==> config.mk <==
export PLATFORM = sky130hd
export DESIGN_NAME = sram_arbiter_flat
export DESIGN_NICKNAME = d
export VERILOG_FILES = /design/src/rtl/sram_arb_pkg.sv /design/src/rtl/sram_arbiter_if.sv /design/src/rtl/sram_arb_select.sv /design/src/rtl/sram_arbiter.sv /design/src/flat_wrapper.sv
export SDC_FILE = /design/constraint.sdc
export NUM_CORES = 1
export LEC_CHECK = 0
export ABC_AREA = 0
export BUFFER_PORTS_ARGS = -buffer_cell sky130_fd_sc_hd__buf_2
export CAP_MARGIN = 15
export CELL_PAD_IN_SITES_DETAIL_PLACEMENT = 0
export CELL_PAD_IN_SITES_GLOBAL_PLACEMENT = 1
export CORE_MARGIN = 4
export CORE_UTILIZATION = 34
export DETAILED_ROUTE_END_ITERATION = 12
export HOLD_SLACK_MARGIN = 0.08
export PLACE_DENSITY = 0.88
export SYNTH_ARGS = -nofsm -noshare
export SYNTH_HDL_FRONTEND = slang
export SYNTH_SLANG_ARGS = --single-unit
==> constraint.sdc <==
create_clock -name Clk -period 3.1 [get_ports Clk]
set_input_delay 0.62 -clock Clk [delete_from_list [all_inputs] [get_ports Clk]]
set_output_delay 0.62 -clock Clk [all_outputs]
set_load 0.02 [all_outputs]
==> src/rtl/sram_arb_pkg.sv <==
// rtl/sram_arb_pkg.sv - shared types and constants for the SRAM arbiter
package sram_arb_pkg;

    typedef enum logic [1:0] {
        IDLE,
        ACCESS,
        DONE
    } arb_state_t;

    // 0 = CPU datapath, 1 = debug/program loader
    typedef logic port_id_t;

    localparam port_id_t PORT_CPU    = 1'b0;
    localparam port_id_t PORT_LOADER = 1'b1;

    localparam int MEM_ADDR_W = 20;

endpackage

==> src/rtl/sram_arbiter_if.sv <==
// rtl/sram_arbiter_if.sv - requester-side handshake bundle for both arbiter ports
interface sram_arbiter_if #(
    parameter int ADDR_W = 16,
    parameter int DATA_W = 16
);
    logic              p0_req;
    logic              p0_we;
    logic [ADDR_W-1:0] p0_addr;
    logic [DATA_W-1:0] p0_wdata;
    logic              p0_ack;
    logic [DATA_W-1:0] p0_rdata;

    logic              p1_req;
    logic              p1_we;
    logic [ADDR_W-1:0] p1_addr;
    logic [DATA_W-1:0] p1_wdata;
    logic              p1_ack;
    logic [DATA_W-1:0] p1_rdata;

    modport master (
        output p0_req, p0_we, p0_addr, p0_wdata,
        input  p0_ack, p0_rdata,
        output p1_req, p1_we, p1_addr, p1_wdata,
        input  p1_ack, p1_rdata
    );

    modport slave (
        input  p0_req, p0_we, p0_addr, p0_wdata,
        output p0_ack, p0_rdata,
        input  p1_req, p1_we, p1_addr, p1_wdata,
        output p1_ack, p1_rdata
    );
endinterface

==> src/rtl/sram_arb_select.sv <==
// rtl/sram_arb_select.sv - combinational winner pick; SRAM_ARB_CPU_PRIORITY_EN selects fixed CPU priority
module sram_arb_select
    import sram_arb_pkg::*;
(
    input  logic     p0_req,
    input  logic     p1_req,
    input  port_id_t last_grant,
    output logic     grant_valid,
    output port_id_t grant
);

`ifdef SRAM_ARB_CPU_PRIORITY_EN
    logic unused_last_grant;
    assign unused_last_grant = last_grant;
`endif

    always_comb begin
        grant_valid = p0_req | p1_req;
        grant       = PORT_CPU;
        if (p0_req && p1_req) begin
`ifdef SRAM_ARB_CPU_PRIORITY_EN
            grant = PORT_CPU;
`else
            grant = ~last_grant;
`endif
        end else if (p1_req) begin
            grant = PORT_LOADER;
        end
    end

endmodule

==> src/rtl/sram_arbiter.sv <==
// rtl/sram_arbiter.sv - two-port async SRAM arbiter with fixed-length strobe sequencing
// Build option: SRAM_ARB_CPU_PRIORITY_EN (see sram_arb_select)
module sram_arbiter
    import sram_arb_pkg::*;
#(
    parameter int ADDR_W      = 16,
    parameter int DATA_W      = 16,
    parameter int WAIT_CYCLES = 2
) (
    input  logic                  Clk,
    input  logic                  Reset,
    sram_arbiter_if.slave         req_bus,
    output logic [MEM_ADDR_W-1:0] Mem_ADDR,
    output logic [DATA_W-1:0]     Mem_DQ_out,
    output logic                  Mem_DQ_oe,
    input  logic [DATA_W-1:0]     Mem_DQ_in,
    output logic                  Mem_CE,
    output logic                  Mem_UB,
    output logic                  Mem_LB,
    output logic                  Mem_OE,
    output logic                  Mem_WE,
    output logic                  busy
);

    localparam int CNT_W = (WAIT_CYCLES > 1) ? $clog2(WAIT_CYCLES) : 1;

    arb_state_t        state, state_next;
    logic [CNT_W-1:0]  cnt, cnt_next;
    logic              last_cycle;

    port_id_t          last_grant;
    port_id_t          grant;
    logic              lat_we;
    logic [DATA_W-1:0] lat_wdata;
    logic [DATA_W-1:0] p0_rdata_q;
    logic [DATA_W-1:0] p1_rdata_q;
    logic [MEM_ADDR_W-1:0] mem_addr_q;

    logic              sel_valid;
    port_id_t          sel_grant;
    logic              sel_we;
    logic [ADDR_W-1:0] sel_addr;
    logic [DATA_W-1:0] sel_wdata;

    sram_arb_select u_select (
        .p0_req      (req_bus.p0_req),
        .p1_req      (req_bus.p1_req),
        .last_grant  (last_grant),
        .grant_valid (sel_valid),
        .grant       (sel_grant)
    );

    assign sel_we    = sel_grant ? req_bus.p1_we    : req_bus.p0_we;
    assign sel_addr  = sel_grant ? req_bus.p1_addr  : req_bus.p0_addr;
    assign sel_wdata = sel_grant ? req_bus.p1_wdata : req_bus.p0_wdata;

    assign last_cycle = (cnt == CNT_W'(WAIT_CYCLES - 1));

    always_ff @(posedge Clk) begin
        if (!Reset) begin
            state <= IDLE;
            cnt   <= '0;
        end else begin
            state <= state_next;
            cnt   <= cnt_next;
        end
    end

    always_comb begin
        state_next = state;
        cnt_next   = cnt;
        case (state)
            IDLE: begin
                if (sel_valid) begin
                    state_next = ACCESS;
                    cnt_next   = '0;
                end
            end
            ACCESS: begin
                if (last_cycle) begin
                    state_next = DONE;
                end else begin
                    cnt_next = cnt + CNT_W'(1);
                end
            end
            DONE:    state_next = IDLE;
            default: state_next = IDLE;
        endcase
    end

    // Payload is captured only at grant so requester changes mid-access are ignored
    always_ff @(posedge Clk) begin
        if (!Reset) begin
            last_grant <= PORT_LOADER;
            grant      <= PORT_CPU;
            lat_we     <= 1'b0;
            lat_wdata  <= '0;
            mem_addr_q <= '0;
            p0_rdata_q <= '0;
            p1_rdata_q <= '0;
        end else begin
            if (state == IDLE && sel_valid) begin
                grant      <= sel_grant;
                last_grant <= sel_grant;
                lat_we     <= sel_we;
                lat_wdata  <= sel_wdata;
                mem_addr_q <= MEM_ADDR_W'(sel_addr);
            end
            if (state == ACCESS && last_cycle && !lat_we) begin
                if (grant == PORT_CPU) begin
                    p0_rdata_q <= Mem_DQ_in;
                end else begin
                    p1_rdata_q <= Mem_DQ_in;
                end
            end
        end
    end

    always_comb begin
        Mem_CE         = 1'b1;
        Mem_UB         = 1'b1;
        Mem_LB         = 1'b1;
        Mem_OE         = 1'b1;
        Mem_WE         = 1'b1;
        Mem_DQ_oe      = 1'b0;
        req_bus.p0_ack = 1'b0;
        req_bus.p1_ack = 1'b0;
        case (state)
            ACCESS: begin
                Mem_CE = 1'b0;
                Mem_UB = 1'b0;
                Mem_LB = 1'b0;
                if (lat_we) begin
                    Mem_WE    = 1'b0;
                    Mem_DQ_oe = 1'b1;
                end else begin
                    Mem_OE = 1'b0;
                end
            end
            DONE: begin
                req_bus.p0_ack = (grant == PORT_CPU);
                req_bus.p1_ack = (grant == PORT_LOADER);
            end
            default: ;
        endcase
    end

    assign busy             = (state != IDLE);
    assign Mem_ADDR         = mem_addr_q;
    assign Mem_DQ_out       = lat_wdata;
    assign req_bus.p0_rdata = p0_rdata_q;
    assign req_bus.p1_rdata = p1_rdata_q;

endmodule

==> src/flat_wrapper.sv <==
// flat-port wrapper written by rule: the top's interface ports become plain ports
module sram_arbiter_flat import sram_arb_pkg::*;
#(
    parameter int ADDR_W      = 16,
    parameter int DATA_W      = 16,
    parameter int WAIT_CYCLES = 2
)
  (Clk, Reset, Mem_ADDR, Mem_DQ_out, Mem_DQ_oe, Mem_DQ_in, Mem_CE, Mem_UB, Mem_LB, Mem_OE, Mem_WE, busy, req_bus_p0_req, req_bus_p0_we, req_bus_p0_addr, req_bus_p0_wdata, req_bus_p0_ack, req_bus_p0_rdata, req_bus_p1_req, req_bus_p1_we, req_bus_p1_addr, req_bus_p1_wdata, req_bus_p1_ack, req_bus_p1_rdata);
  sram_arbiter_if #(.ADDR_W(ADDR_W), .DATA_W(DATA_W)) req_bus_i ();
  input  logic Clk;
  input  logic Reset;
  output logic [MEM_ADDR_W-1:0] Mem_ADDR;
  output logic [DATA_W-1:0] Mem_DQ_out;
  output logic Mem_DQ_oe;
  input  logic [DATA_W-1:0] Mem_DQ_in;
  output logic Mem_CE;
  output logic Mem_UB;
  output logic Mem_LB;
  output logic Mem_OE;
  output logic Mem_WE;
  output logic busy;
  input wire logic [$bits(req_bus_i.p0_req)-1:0] req_bus_p0_req;
  input wire logic [$bits(req_bus_i.p0_we)-1:0] req_bus_p0_we;
  input wire logic [$bits(req_bus_i.p0_addr)-1:0] req_bus_p0_addr;
  input wire logic [$bits(req_bus_i.p0_wdata)-1:0] req_bus_p0_wdata;
  output wire logic [$bits(req_bus_i.p0_ack)-1:0] req_bus_p0_ack;
  output wire logic [$bits(req_bus_i.p0_rdata)-1:0] req_bus_p0_rdata;
  input wire logic [$bits(req_bus_i.p1_req)-1:0] req_bus_p1_req;
  input wire logic [$bits(req_bus_i.p1_we)-1:0] req_bus_p1_we;
  input wire logic [$bits(req_bus_i.p1_addr)-1:0] req_bus_p1_addr;
  input wire logic [$bits(req_bus_i.p1_wdata)-1:0] req_bus_p1_wdata;
  output wire logic [$bits(req_bus_i.p1_ack)-1:0] req_bus_p1_ack;
  output wire logic [$bits(req_bus_i.p1_rdata)-1:0] req_bus_p1_rdata;
  assign req_bus_i.p0_req = req_bus_p0_req;
  assign req_bus_i.p0_we = req_bus_p0_we;
  assign req_bus_i.p0_addr = req_bus_p0_addr;
  assign req_bus_i.p0_wdata = req_bus_p0_wdata;
  assign req_bus_p0_ack = req_bus_i.p0_ack;
  assign req_bus_p0_rdata = req_bus_i.p0_rdata;
  assign req_bus_i.p1_req = req_bus_p1_req;
  assign req_bus_i.p1_we = req_bus_p1_we;
  assign req_bus_i.p1_addr = req_bus_p1_addr;
  assign req_bus_i.p1_wdata = req_bus_p1_wdata;
  assign req_bus_p1_ack = req_bus_i.p1_ack;
  assign req_bus_p1_rdata = req_bus_i.p1_rdata;
  sram_arbiter #(.ADDR_W(ADDR_W), .DATA_W(DATA_W), .WAIT_CYCLES(WAIT_CYCLES)) u_core (.Clk(Clk), .Reset(Reset), .req_bus(req_bus_i), .Mem_ADDR(Mem_ADDR), .Mem_DQ_out(Mem_DQ_out), .Mem_DQ_oe(Mem_DQ_oe), .Mem_DQ_in(Mem_DQ_in), .Mem_CE(Mem_CE), .Mem_UB(Mem_UB), .Mem_LB(Mem_LB), .Mem_OE(Mem_OE), .Mem_WE(Mem_WE), .busy(busy));
endmodule
==> reports/results.ini <==
[detailed_routing]
ant_nets=0
wire_per_inst_um=14.1
via_per_inst=4.84
dr.pass1.iters=5
drc=0
wl_um=8500
vias=2908
drt-initial-drc-count=75

[hold_path]
holdCritPathClass=reg -> reg
worstHoldStart=u_core.req_bus.p0_rdata[4]

[finish]
num-nets-final=575
area_growth_pct=33.1
num_antenna_cells=0
post_route_cells_drive_above_1_share_pct=38.9

[timing]
post-route-period-util_pct=62.0
final.min_clock_period_ns=1.92
setup_viol=0
fmax_mhz=521
final.setup.tns_ns=0
max_slew_margin_pct=56.7
finalClockSkew_ns=0.00948
worst_slew_pin_slew_ns=0.650
rsz0062_at_grt=false
maxSlewViolCount=0
finalHoldViolCount=0

[floorplan]
core_mm2=0.00868
die-area_mm2=0.0104
die_y_um=102
start_util_pct=34.6
rows=34
die_w_um=102
io_pins=163

[synthesis]
synth_area_leaders=dfxtp_1 (47%), nand2_1 (14%), mux2i_1 (11%)
yosys.area.top_type=dfxtp_1
ys.flop_type=dfxtp_1
ys_seq_elements=70
syn_area_mm2=0.00301
synth_top_cell_area_share_pct=46.6
syn_avg_cell_area_um2=8.69
yosysSeqAreaShare_pct=46.6
synth_cell_types=30
synth_edf_count=0
yosysWarnings=0
async_flop_share_pct=0
synthCells=346

[clock_tree]
cts_tree=built
hold_buffers=0
cts_resized=0
clock_latency_ns=0.34
cts_max_level=3
cts_buffer_depth=2
numCtsBuffers=9
clk_pin_slew_worst_paths_ns=0.07
postCtsSetupRepairBufs=0
clock-root-buffer=clkbuf_8
cts.sinks=70

[global_routing]
antenna_found_initial=0
grt_pass1_vias=2757
grt_max_degree=52
grt_pass1_wl_um=13100
grtUsageTotal_pct=15.9
overflow=0

[placed_design]
hpwl_um=6210
place_congestion=0.776
port_buffers=158

[critical_path]
cp.arrival_ns=1.30
start_kind=flop
crit_start=u_core.state[0]
cpMaxStageDelayCell=dfxtp_1
crit_buf_inv=1
timing.rr.start=u_core.state[1]
max_stage_delay_ns=0.37
cp.required_ns=2.48
path_max_fanout=5
end_kind=primary output
cpLargestDelayFamily=simple AND/OR/NAND/NOR gates
worstSetupPathType=reg -> out
path_cells=nor2b_4, or2b_1, buf_2

[pwr]
ir_drop_mv=0.289
power.total_mw=2.24
p_per_area_mw_per_mm2=559
p_leak_nw=1.98

[job]
max_cap_violations=0

[status]
status=complete, no violations

[cells in the final DEF (no fill, tap or decap)]
cell | Yosys | layout
conb_1 | 1 | 4
inv_1 | 1 | 1
a311oi_1 | 33 | 33
nor2_1 | 2 | 2
dfxtp_1 | 70 | 70
clkinv_2 | 0 | 2
nand2_1 | 114 | 114
inv_6 | 0 | 1
and2_2 | 1 | 1
nor4b_4 | 1 | 1
buf_2 | 17 | 158
a21oi_1 | 35 | 35
or2b_1 | 1 | 1
and3_2 | 1 | 1
nor2b_4 | 1 | 1
o21ai_0 | 3 | 3
a21boi_2 | 1 | 1
a21bo_2 | 1 | 1
inv_2 | 2 | 2
clkinv_1 | 1 | 1
nor2_2 | 2 | 2
clkbuf_8 | 0 | 9
nor3b_1 | 1 | 1
and3b_2 | 1 | 1
nand3_1 | 2 | 2
bufinv_16 | 0 | 2
nand4b_1 | 1 | 1
or2_2 | 1 | 1
mux2i_1 | 32 | 32
o21a_1 | 1 | 1
clkinvlp_4 | 0 | 1
buf_4 | 7 | 7
[synth_stat cells (2+ instances only)]
cell type / number
nand2_1: 114
dfxtp_1: 70
a21oi_1: 35
a311oi_1: 33
mux2i_1: 32
buf_2: 17
clkbuf_1: 10
buf_4: 7
o21ai_0: 3
inv_2: 2
nand3_1: 2
nor2_1: 2
nor2_2: 2
[worst paths after layout]
check                               end  slack [ns]  depth (start not counted)
min reg2reg  u_core.req_bus.p0_rdata[4]        0.46                          2
max reg2reg         u_core.Mem_ADDR[13]        1.40                          5
max                              Mem_OE        1.18                          3
min          u_core.req_bus.p0_rdata[4]        0.46                          2
[per-stage QoR]
| step | instances | utilization [%] | setup WS, ns | area (um^2) | hold WS, ns |
|---|---|---|---|---|---|
| finish | 601 | 46.1 | 1.18 | 4000 | 0.458 |
| global route | 601 | 46.1 | 1.11 | 4000 | 0.476 |
| CTS | 601 | 46.1 | 1.14 | 4000 | 0.462 |
| detailed placement | 586 | 43.7 | 1.17 | 3790 | 0.451 |
| global placement | 586 | 43.7 | 1.21 | 3790 | 0.442 |
| floorplan | 349 | - | 1.54 | 3020 | 0.489 |
[cells by family (layout without fill, tap and decap cells)]
logic type | after synthesis | in the layout | synth area share [%]
buf+inv | 40 | 184 | 7.37
other cells | 1 | 4 | 0.125
compound gates | 74 | 74 | 16.9
mux | 32 | 32 | 10.7
flops | 70 | 70 | 46.6
simple gates | 129 | 129 | 18.3
[where the power goes]
part | switching (mW) | total (mW) | internal, mW
sequential | 0.0406 | 1.00 | 0.964
combinational | 0.279 | 0.446 | 0.167
clock | 0.336 | 0.784 | 0.448
[registers in the layout, indices dropped and copies added (netlist names)]
signal	count
u_core.req_bus.p0_rdata	16
u_core.req_bus.p1_rdata	16
u_core.Mem_DQ_out	16
u_core.Mem_ADDR	16
u_core.cnt	1
u_core.grant	1
u_core.state	2
u_core.lat_we	1
u_core.last_grant	1
[layout make-up]
cell class / count / area, um^2
Tap cell: 108 / 135
Fill cell: 895 / 4680
Clock inverter: 6 / 86.3
Sequential cell: 70 / 1400
Clock buffer: 9 / 124
Multi-Input combinational cell: 239 / 1390
Timing Repair Buffer: 165 / 843
Inverter: 4 / 15.0
[per-layer routing]
layer | global-route usage, % | wire [um]
met5 | 0 | 0
met4 | 5.15 | 52
met3 | 5.32 | 792
met2 | 25.3 | 3930
met1 | 20.5 | 3720
[tightest hold or removal path, delay by kind of cell (launching register included)]
| kind | cells | cell delay (ns) |
|---|---|---|
| and+or+nand+nor | 1 | 0.05 |
| DFF | 1 | 0.31 |
| muxes | 1 | 0.05 |
(Power assumes the default switching activity.)
